<file path="config.mk">
export PLATFORM = sky130hd
export DESIGN_NAME = multi_writer_reg
export DESIGN_NICKNAME = d
export VERILOG_FILES = /design/src/rtl/multi_writer_pkg.sv /design/src/rtl/rr_arbiter.sv /design/src/rtl/multi_writer_reg.sv
export SDC_FILE = /design/constraint.sdc
export NUM_CORES = 1
export LEC_CHECK = 0
export BUFFER_PORTS_ARGS = -buffer_cell sky130_fd_sc_hd__buf_2
export CAP_MARGIN = 20
export CELL_PAD_IN_SITES_DETAIL_PLACEMENT = 1
export CELL_PAD_IN_SITES_GLOBAL_PLACEMENT = 1
export CORE_MARGIN = 1.5
export CORE_UTILIZATION = 30
export DETAILED_ROUTE_END_ITERATION = 6
export GPL_ROUTABILITY_DRIVEN = 0
export PLACE_DENSITY = 0.76
export SYNTH_ARGS = -nofsm -noshare
export SYNTH_HDL_FRONTEND = slang
export SYNTH_SLANG_ARGS = --single-unit
</file>
<file path="constraint.sdc">
create_clock -name clk -period 2.8 [get_ports clk]
set_clock_uncertainty 0.2 [all_clocks]
set_input_delay 0.28 -clock clk [delete_from_list [all_inputs] [get_ports clk]]
set_output_delay 0.28 -clock clk [all_outputs]
set_load 0.02 [all_outputs]
</file>
<file path="src/rtl/multi_writer_pkg.sv">
// Shared definitions for the multi-writer register: mode encodings and the
// wrap-around first-set-bit search used by the arbiter.
package multi_writer_pkg;

   localparam logic [1:0] MODE_PRIO = 2'd0;
   localparam logic [1:0] MODE_RR   = 2'd1;
   localparam logic [1:0] MODE_AND  = 2'd2;
   localparam logic [1:0] MODE_OR   = 2'd3;

   localparam int unsigned MAX_SRC = 32;
   localparam int unsigned IDX_W   = 5;

   // Index of the first set bit among vec[n-1:0], searching upward from start
   // and wrapping to 0. Returns 0 when no bit is set; callers gate on |vec.
   function automatic int unsigned first_set_from(input logic [MAX_SRC-1:0] vec,
                                                  input int unsigned n,
                                                  input int unsigned start);
      int unsigned idx;
      logic        found;
      first_set_from = 0;
      found          = 1'b0;
      for (int unsigned k = 0; k < MAX_SRC; k++) begin
         if (k < n && !found) begin
            idx = start + k;
            if (idx >= n) idx = idx - n;
            if (vec[idx[IDX_W-1:0]]) begin
               found          = 1'b1;
               first_set_from = idx;
            end
         end
      end
   endfunction

endpackage

</file>
<file path="src/rtl/rr_arbiter.sv">
// Round-robin arbiter owning the rotating pointer; with use_ptr low it searches
// from index 0 and so acts as a fixed-priority arbiter.
module rr_arbiter
   import multi_writer_pkg::*;
#(
   parameter int unsigned N = 2
) (
   input  logic         clk,
   input  logic         rst_n,
   input  logic [N-1:0] req,
   input  logic         use_ptr,
   input  logic         advance,
   output logic [N-1:0] gnt
);

   localparam int unsigned PTR_W = (N > 1) ? $clog2(N) : 1;

   logic [PTR_W-1:0]   ptr_q, ptr_d;
   logic [MAX_SRC-1:0] req_ext;
   int unsigned        start;
   int unsigned        win;

   always_comb begin
      req_ext        = '0;
      req_ext[N-1:0] = req;
      start          = use_ptr ? 32'(ptr_q) : 32'd0;
      win            = first_set_from(req_ext, N, start);
      gnt            = '0;
      for (int unsigned i = 0; i < N; i++) begin
         gnt[i] = (|req) && (win == i);
      end
      ptr_d = ptr_q;
      if (advance && (|req)) begin
         ptr_d = (win == N - 1) ? '0 : PTR_W'(win + 1);
      end
   end

   always_ff @(posedge clk or negedge rst_n) begin
      if (!rst_n) begin
         ptr_q <= '0;
      end else begin
         ptr_q <= ptr_d;
      end
   end

endmodule

</file>
<file path="src/rtl/multi_writer_reg.sv">
// Shared register written by N_SRC sources with run-time selectable conflict
// resolution, broadcast override and collision statistics.
module multi_writer_reg
   import multi_writer_pkg::*;
#(
   parameter int unsigned WIDTH = 4,
   parameter int unsigned N_SRC = 2,
   parameter int unsigned CNT_W = 8
) (
   input  logic                   clk,
   input  logic                   rst_n,
   input  logic [1:0]             mode,
   input  logic [N_SRC-1:0]       wr_valid,
   input  logic [N_SRC*WIDTH-1:0] wr_data,
   output logic [N_SRC-1:0]       wr_ready,
   input  logic                   bcast_en,
   input  logic                   bcast_val,
   input  logic                   clr_stat,
   output logic [WIDTH-1:0]       q,
   output logic [CNT_W-1:0]       conflict_cnt,
   output logic                   conflict_sticky
);

   logic [N_SRC-1:0] gnt;
   logic             rr_mode;
   logic             collision;
   logic [WIDTH-1:0] sel_data, and_data, or_data;
   logic [WIDTH-1:0] q_q, q_d;
   logic [CNT_W-1:0] cnt_q;
   logic             sticky_q;

   assign rr_mode   = (mode == MODE_RR);
   assign collision = ($countones(wr_valid) > 1);

   // Broadcast cycles must not rotate the pointer.
   rr_arbiter #(
      .N (N_SRC)
   ) u_arb (
      .clk     (clk),
      .rst_n   (rst_n),
      .req     (wr_valid),
      .use_ptr (rr_mode),
      .advance (rr_mode && !bcast_en),
      .gnt     (gnt)
   );

   always_comb begin
      sel_data = '0;
      and_data = '1;
      or_data  = '0;
      for (int unsigned i = 0; i < N_SRC; i++) begin
         if (gnt[i])      sel_data = sel_data | wr_data[i*WIDTH +: WIDTH];
         if (wr_valid[i]) begin
            and_data = and_data & wr_data[i*WIDTH +: WIDTH];
            or_data  = or_data  | wr_data[i*WIDTH +: WIDTH];
         end
      end
   end

   always_comb begin
      wr_ready = '0;
      q_d      = q_q;
      if (bcast_en) begin
         q_d = {WIDTH{bcast_val}};
      end else begin
         unique case (mode)
            MODE_PRIO, MODE_RR: wr_ready = gnt;
            default:            wr_ready = wr_valid;
         endcase
         if (|wr_valid) begin
            unique case (mode)
               MODE_AND: q_d = and_data;
               MODE_OR:  q_d = or_data;
               default:  q_d = sel_data;
            endcase
         end
      end
   end

   always_ff @(posedge clk or negedge rst_n) begin
      if (!rst_n) begin
         q_q      <= '0;
         cnt_q    <= '0;
         sticky_q <= 1'b0;
      end else begin
         q_q <= q_d;
         if (clr_stat) begin
            cnt_q    <= '0;
            sticky_q <= 1'b0;
         end else if (collision) begin
            if (cnt_q != '1) cnt_q <= cnt_q + 1'b1;
            sticky_q <= 1'b1;
         end
      end
   end

   assign q               = q_q;
   assign conflict_cnt    = cnt_q;
   assign conflict_sticky = sticky_q;

endmodule

</file>
# Word-level counts from Yosys, hierarchy flattened
# Index checks and enable logic that the tools add are counted.
# totals
register_bits	14
inputBits	17
# op_classes
add_sub_neg	6
order_cmp	5
n_eq_ne	5
mux	29
bitwise	3
reduce_logical	13
# ops
op	n
two-way mux 32 bit	6
>= comparator 32 x 2 -> 1 bit (second input constant)	2
subtractor 32 x 2 -> 32 bit (second input constant)	2
adder 32 x 1 -> 32 bit (second input constant)	1
equality test 32 x 1 -> 1 bit (second input constant)	1
zero test 32 bit	1
two-way mux 4 bit	8
two-way mux 8 bit	3
less-than comparator 5 x 6 -> 1 bit (second input constant)	2
binary-select mux 1 bit (select 5 bit)	2
adder 8 x 1 -> 8 bit (second input constant)	1
!= test 8 bit (second input constant)	1
OR 4 bit	2
one-hot mux 4 bit (2 select lines)	1
two-way mux 1 bit	7
nonzero test 2 bit	3
AND 4 bit	1
equality test 2 bit (second input constant)	2
logical AND 1 bit	4
two-way mux 2 bit	2
OR reduction 2 bit	2
adder 1 x 1 -> 2 bit	1
equality test 2 x 1 -> 1 bit (second input constant)	1
> comparator 2 x 1 -> 1 bit (second input constant)	1
other kinds (4)	4

# Logic depth before layout (Yosys ltp)
# depth
ltp_word	20
depth_mapped	5
mapped_depth_nobuf	5

# Hierarchy
# From an unflattened synthesis, not the netlist that was laid out.
# hier_totals
hier_cells	124
area_unflattened_um2	972.2
# by_module_without_submodules
mod	n_inst	cells_per_inst	area_per_inst_um2
multi_writer_reg	1	114	899.6
rr_arbiter	1	10	72.6

# Worst setup path before layout
# Ideal clock, no wire load.
# synth_timing
kind	register to register
start	register cnt_q[0] (netlist: conflict_cnt[0])
end	register cnt_q[7] (netlist: conflict_cnt[7])
t_arrival_ns	1.446
path_slack_ns	1.029
stages_incl_launch_ff	6
n_path_buf	0
path_cell_list	dfrtp_1 -> ha_1 -> nand3_1 -> o211ai_2 -> nor3_1 -> mux2_2
# synth_between
elab_chain_len	4
# synth_rtl
element	line	source
start: declaration	multi_writer_reg.sv:29	logic [CNT_W-1:0] cnt_q;
start signal: assignment	multi_writer_reg.sv:91	if (cnt_q != '1) cnt_q <= cnt_q + 1'b1;
adder 8 x 1 -> 8 bit	multi_writer_reg.sv:91	
two-way mux 8 bit	multi_writer_reg.sv:91	
two-way mux 8 bit	multi_writer_reg.sv:90	end else if (collision) begin
two-way mux 8 bit	multi_writer_reg.sv:87	if (clr_stat) begin
# Several ways; a longest one is shown, not always the timed one. The select of a mux whose other input is x is not followed.
# A chain may end at the register's enable or synchronous reset.

# Worst setup path in the final report
# layout_timing
start	register u_arb.ptr_q
end	output port wr_ready[0]
# layout_between
elab_chain_len	13
# layout_rtl
element	line	source
start: declaration	rr_arbiter.sv:18	logic [PTR_W-1:0] ptr_q, ptr_d;
start signal: assignment	rr_arbiter.sv:42	ptr_q <= ptr_d;
two-way mux 1 bit (*)	rr_arbiter.sv:26	start = use_ptr ? 32'(ptr_q) : 32'd0;
adder 32 x 1 -> 32 bit	multi_writer_pkg.sv:24	idx = start + k;
subtractor 32 x 2 -> 32 bit or >= comparator 32 x 2 -> 1 bit (tied branches)	multi_writer_pkg.sv:25	if (idx >= n) idx = idx - n;
two-way mux 32 bit	multi_writer_pkg.sv:25	
two-way mux 32 bit	multi_writer_pkg.sv:23	if (k < n && !found) begin
binary-select mux 1 bit (select 5 bit)	multi_writer_pkg.sv:26	if (vec[idx[IDX_W-1:0]]) begin
two-way mux 1 bit (not written as such)	multi_writer_pkg.sv:26	
two-way mux 32 bit	multi_writer_pkg.sv:26	
two-way mux 32 bit (*)	multi_writer_pkg.sv:23	
zero test 32 bit (*)	rr_arbiter.sv:30	gnt[i] = (|req) && (win == i);
logical AND 1 bit (*)	rr_arbiter.sv:30	
two-way mux 2 bit (*)	multi_writer_reg.sv:66	unique case (mode)
two-way mux 2 bit (*)	multi_writer_reg.sv:63	if (bcast_en) begin
end: declaration	multi_writer_reg.sv:15	output logic [N_SRC-1:0] wr_ready,
# Every way passes the cells marked *; elsewhere a longest branch is shown, timed or not. The select of a mux whose other input is x is not followed.

==> run metrics <==
Final Cell Area 1171 um2; worst r2r dst conflict_cnt[7]; DRT Wirelength 2.667 mm; R2R setup slack 0.98 ns; Slew @ Worst Pin 0.3789 ns; CP Class flop to output pin; TritonCTS Sinks 14; Layout Nets 162; Slew Viols, Final 0; footprint of the multi-input gates 534.3 um2; initial antenna violation count 0; vias in the first global route 961; Routed WL per cell 14.26 um; Layout Cells excl Fill 187; Syn. warnings 0; n_diodes 0; Arr. time, crit path 1.45 ns; Final period util 68.84%; vias 971; synthesized area per cell 8.415 um2; die area 3516 um2; ys async rst share 100.0%; FF-to-FF path depth 5; setup_tns 0 ns; Worst Path Buf+Inv 1; chip width 59.30 um; worst slack at placement 0.9397 ns; pin count of the biggest net entering global routing 20; htree depth 1; slew margin rel. 74.62%; first-pass GRT wire length 4.395 mm; IO buf count 31; Hold Vio Cnt, Final 0; fill count 384; DRC viols 0; CTS Buffer Depth 2; setup violators final 0; worst r2r src conflict_cnt[0]; Synth Net Count 131; grt total ovfl 0; Placement Rows 20; Crit path largest cell delay 0.45 ns; Yosys cell types 36; Leak 0.5329 nW; Seq cells post-synth 14; Req. time, crit path 2.32 ns; P per Cell Area 419.2 nW/um2; Post-synth EDFFs 0; sequential fraction of the synthesis area 36.84%; P&R area growth vs syn 23.16%; Skew-Pair Late Insertion Delay 0.29 ns; TritonCTS clock tree yes; fmax 518.8 MHz; CTS root buf clkbuf_4; status finished, final reports clean; Placed Area 1125 um2; Worst setup SP type flop; share of cells above drive strength 1 27.27%; number of gates resized after cts 0; Core Area 3028 um2; DP Wirelength 2.094 mm; RSZ-0062 raised after global routing false; GRT Total Usage 16.76%; crit path launch u_arb.ptr_q; setup ws final 0.8723 ns; Worst Setup End Kind output pin; storage element area 350.3 um2; starting density of the core 31.40%; Cells after Synth 113; Post-DRT Antenna Nets 0; placed instance count 182; clock-pin slew on the worst setup and hold paths 0.09 ns; worst hold endpoint conflict_cnt[0]; Crit path max-delay family flip-flops; first-pass detailed-route iteration total 3; Num CTS Buffers 3; I/O pins 32; fin crit period 1.928 ns; ys flop type dfrtp_1; CP max stage cell dfrtp_1; DIE HEIGHT 59.30 um; crit-path max FO 5; crit path cell chain a31oi_1 -> and2_1 -> buf_2; Vias/cell 5.193; Synth Cell Area 950.9 um2; Hold Path Origin clr_stat; MaxCap Viol Count 0; VDD IR max 0.1172 mV; 1st-iter DRT viols 14; Hold Crit Depth 2; Tightest Hold Check Type input pin to flop
## Yosys cell counts, drive strengths merged (2+ instances only)
cell type	count	share of area, %
dfrtp	14	37
nor4	2	1.3
a211o	3	2.8
a22oi	4	3.2
buf	6	3.8
a221oi	3	2.8
a21oi	6	3.2
xnor2	2	1.8
nor2	12	4.7
nor3	4	2.1
o21ai	13	6.8
a31oi	3	2.0
nand2	3	1.2
mux2i	2	2.1
nand3	5	2.6
inv	8	3.2
nor2b	2	1.6
nand2b	5	3.3
or2b	2	1.6
## metrics by stage
| stage | hold WS (ns) | utilization, % | total power [mW] |
|---|---|---|---|
| final | 0.08496 | 38.68 | 0.4909 |
| after global routing | 0.1043 | 38.68 | 0.5152 |
| after CTS | 0.07801 | 38.68 | 0.4954 |
| after detailed placement | 0.001357 | 37.15 | 0.3433 |
| after global placement | -0.006029 | 37.15 | 0.3376 |
| after floorplan | -0.2156 | - | 0.2995 |
## where the power goes
part | internal (mW) | switching [mW]
clock network | 0.0792 | 0.0728
registers | 0.216 | 0.0129
logic | 0.0432 | 0.0671
total | 0.338 | 0.153
## cell usage in the layout, fill, tap and decap left out, types with 2 or more instances in the layout
| cell type | n |
|---|---|
| buf_2 | 31 |
| dfrtp_1 | 14 |
| o21ai_0 | 13 |
| nor2_1 | 12 |
| inv_1 | 8 |
| a21oi_1 | 6 |
| nand2b_1 | 5 |
| nand3_1 | 5 |
| a22oi_1 | 4 |
| nor3_1 | 4 |
| a31oi_1 | 3 |
| nand2_1 | 3 |
| a211o_1 | 3 |
| a221oi_1 | 3 |
| clkbuf_4 | 3 |
| nor4_1 | 2 |
| mux2i_1 | 2 |
| xnor2_1 | 2 |
| or2b_1 | 2 |
## cell families after synthesis
group / Yosys count / share of synthesized area (%)
AO/OA/AOI/OAI: 38 / 26.84
XOR/XNOR: 2 / 1.842
adder cells (fa/ha/maj): 1 / 1.316
buffers and inverters: 14 / 6.973
AND/OR/NAND/NOR: 41 / 22.90
multiplexers: 3 / 3.289
flip-flops: 14 / 36.84
## worst max path at each step
stage	slack, ns	end	cells after the start
finish	0.87	wr_ready[0]	3
floorplan	1.03	conflict_cnt[7]	5
detailed placement	0.94	conflict_cnt[7]	5
global route	0.78	wr_ready[0]	3
CTS	0.86	wr_ready[0]	3
global placement	1.05	conflict_cnt[7]	5
## sequential cells by signal (all words and copies together) (netlist names)
signal	flops
conflict_cnt	8
q	4
conflict_sticky	1
u_arb.ptr_q	1
## layer usage
layer / vias to the layer above / part of all wire [%] / global-route usage (%)
met3: 6 / 3.6 / 2.402
met5: - / 0 / 0
li1: 474 / - / -
met2: 26 / 51 / 28.41
met1: 465 / 43 / 20.08
met4: 0 / 2.4 / 9.416
## cell type report
class,instances,share of cell area [%]
Timing Repair Buffer,32,14.10
Sequential cell,14,29.91
Tap cell,44,4.701
Clock buffer,4,3.098
Inverter,8,2.564
Multi-Input combinational cell,85,45.62
## what timing repair did
action	CTS	global route
hold buffers	1	0
endpoints found under the setup margin	0	0
endpoints found under the hold margin	14	0
buffers inserted	0	0
(Power assumes the default switching activity.)
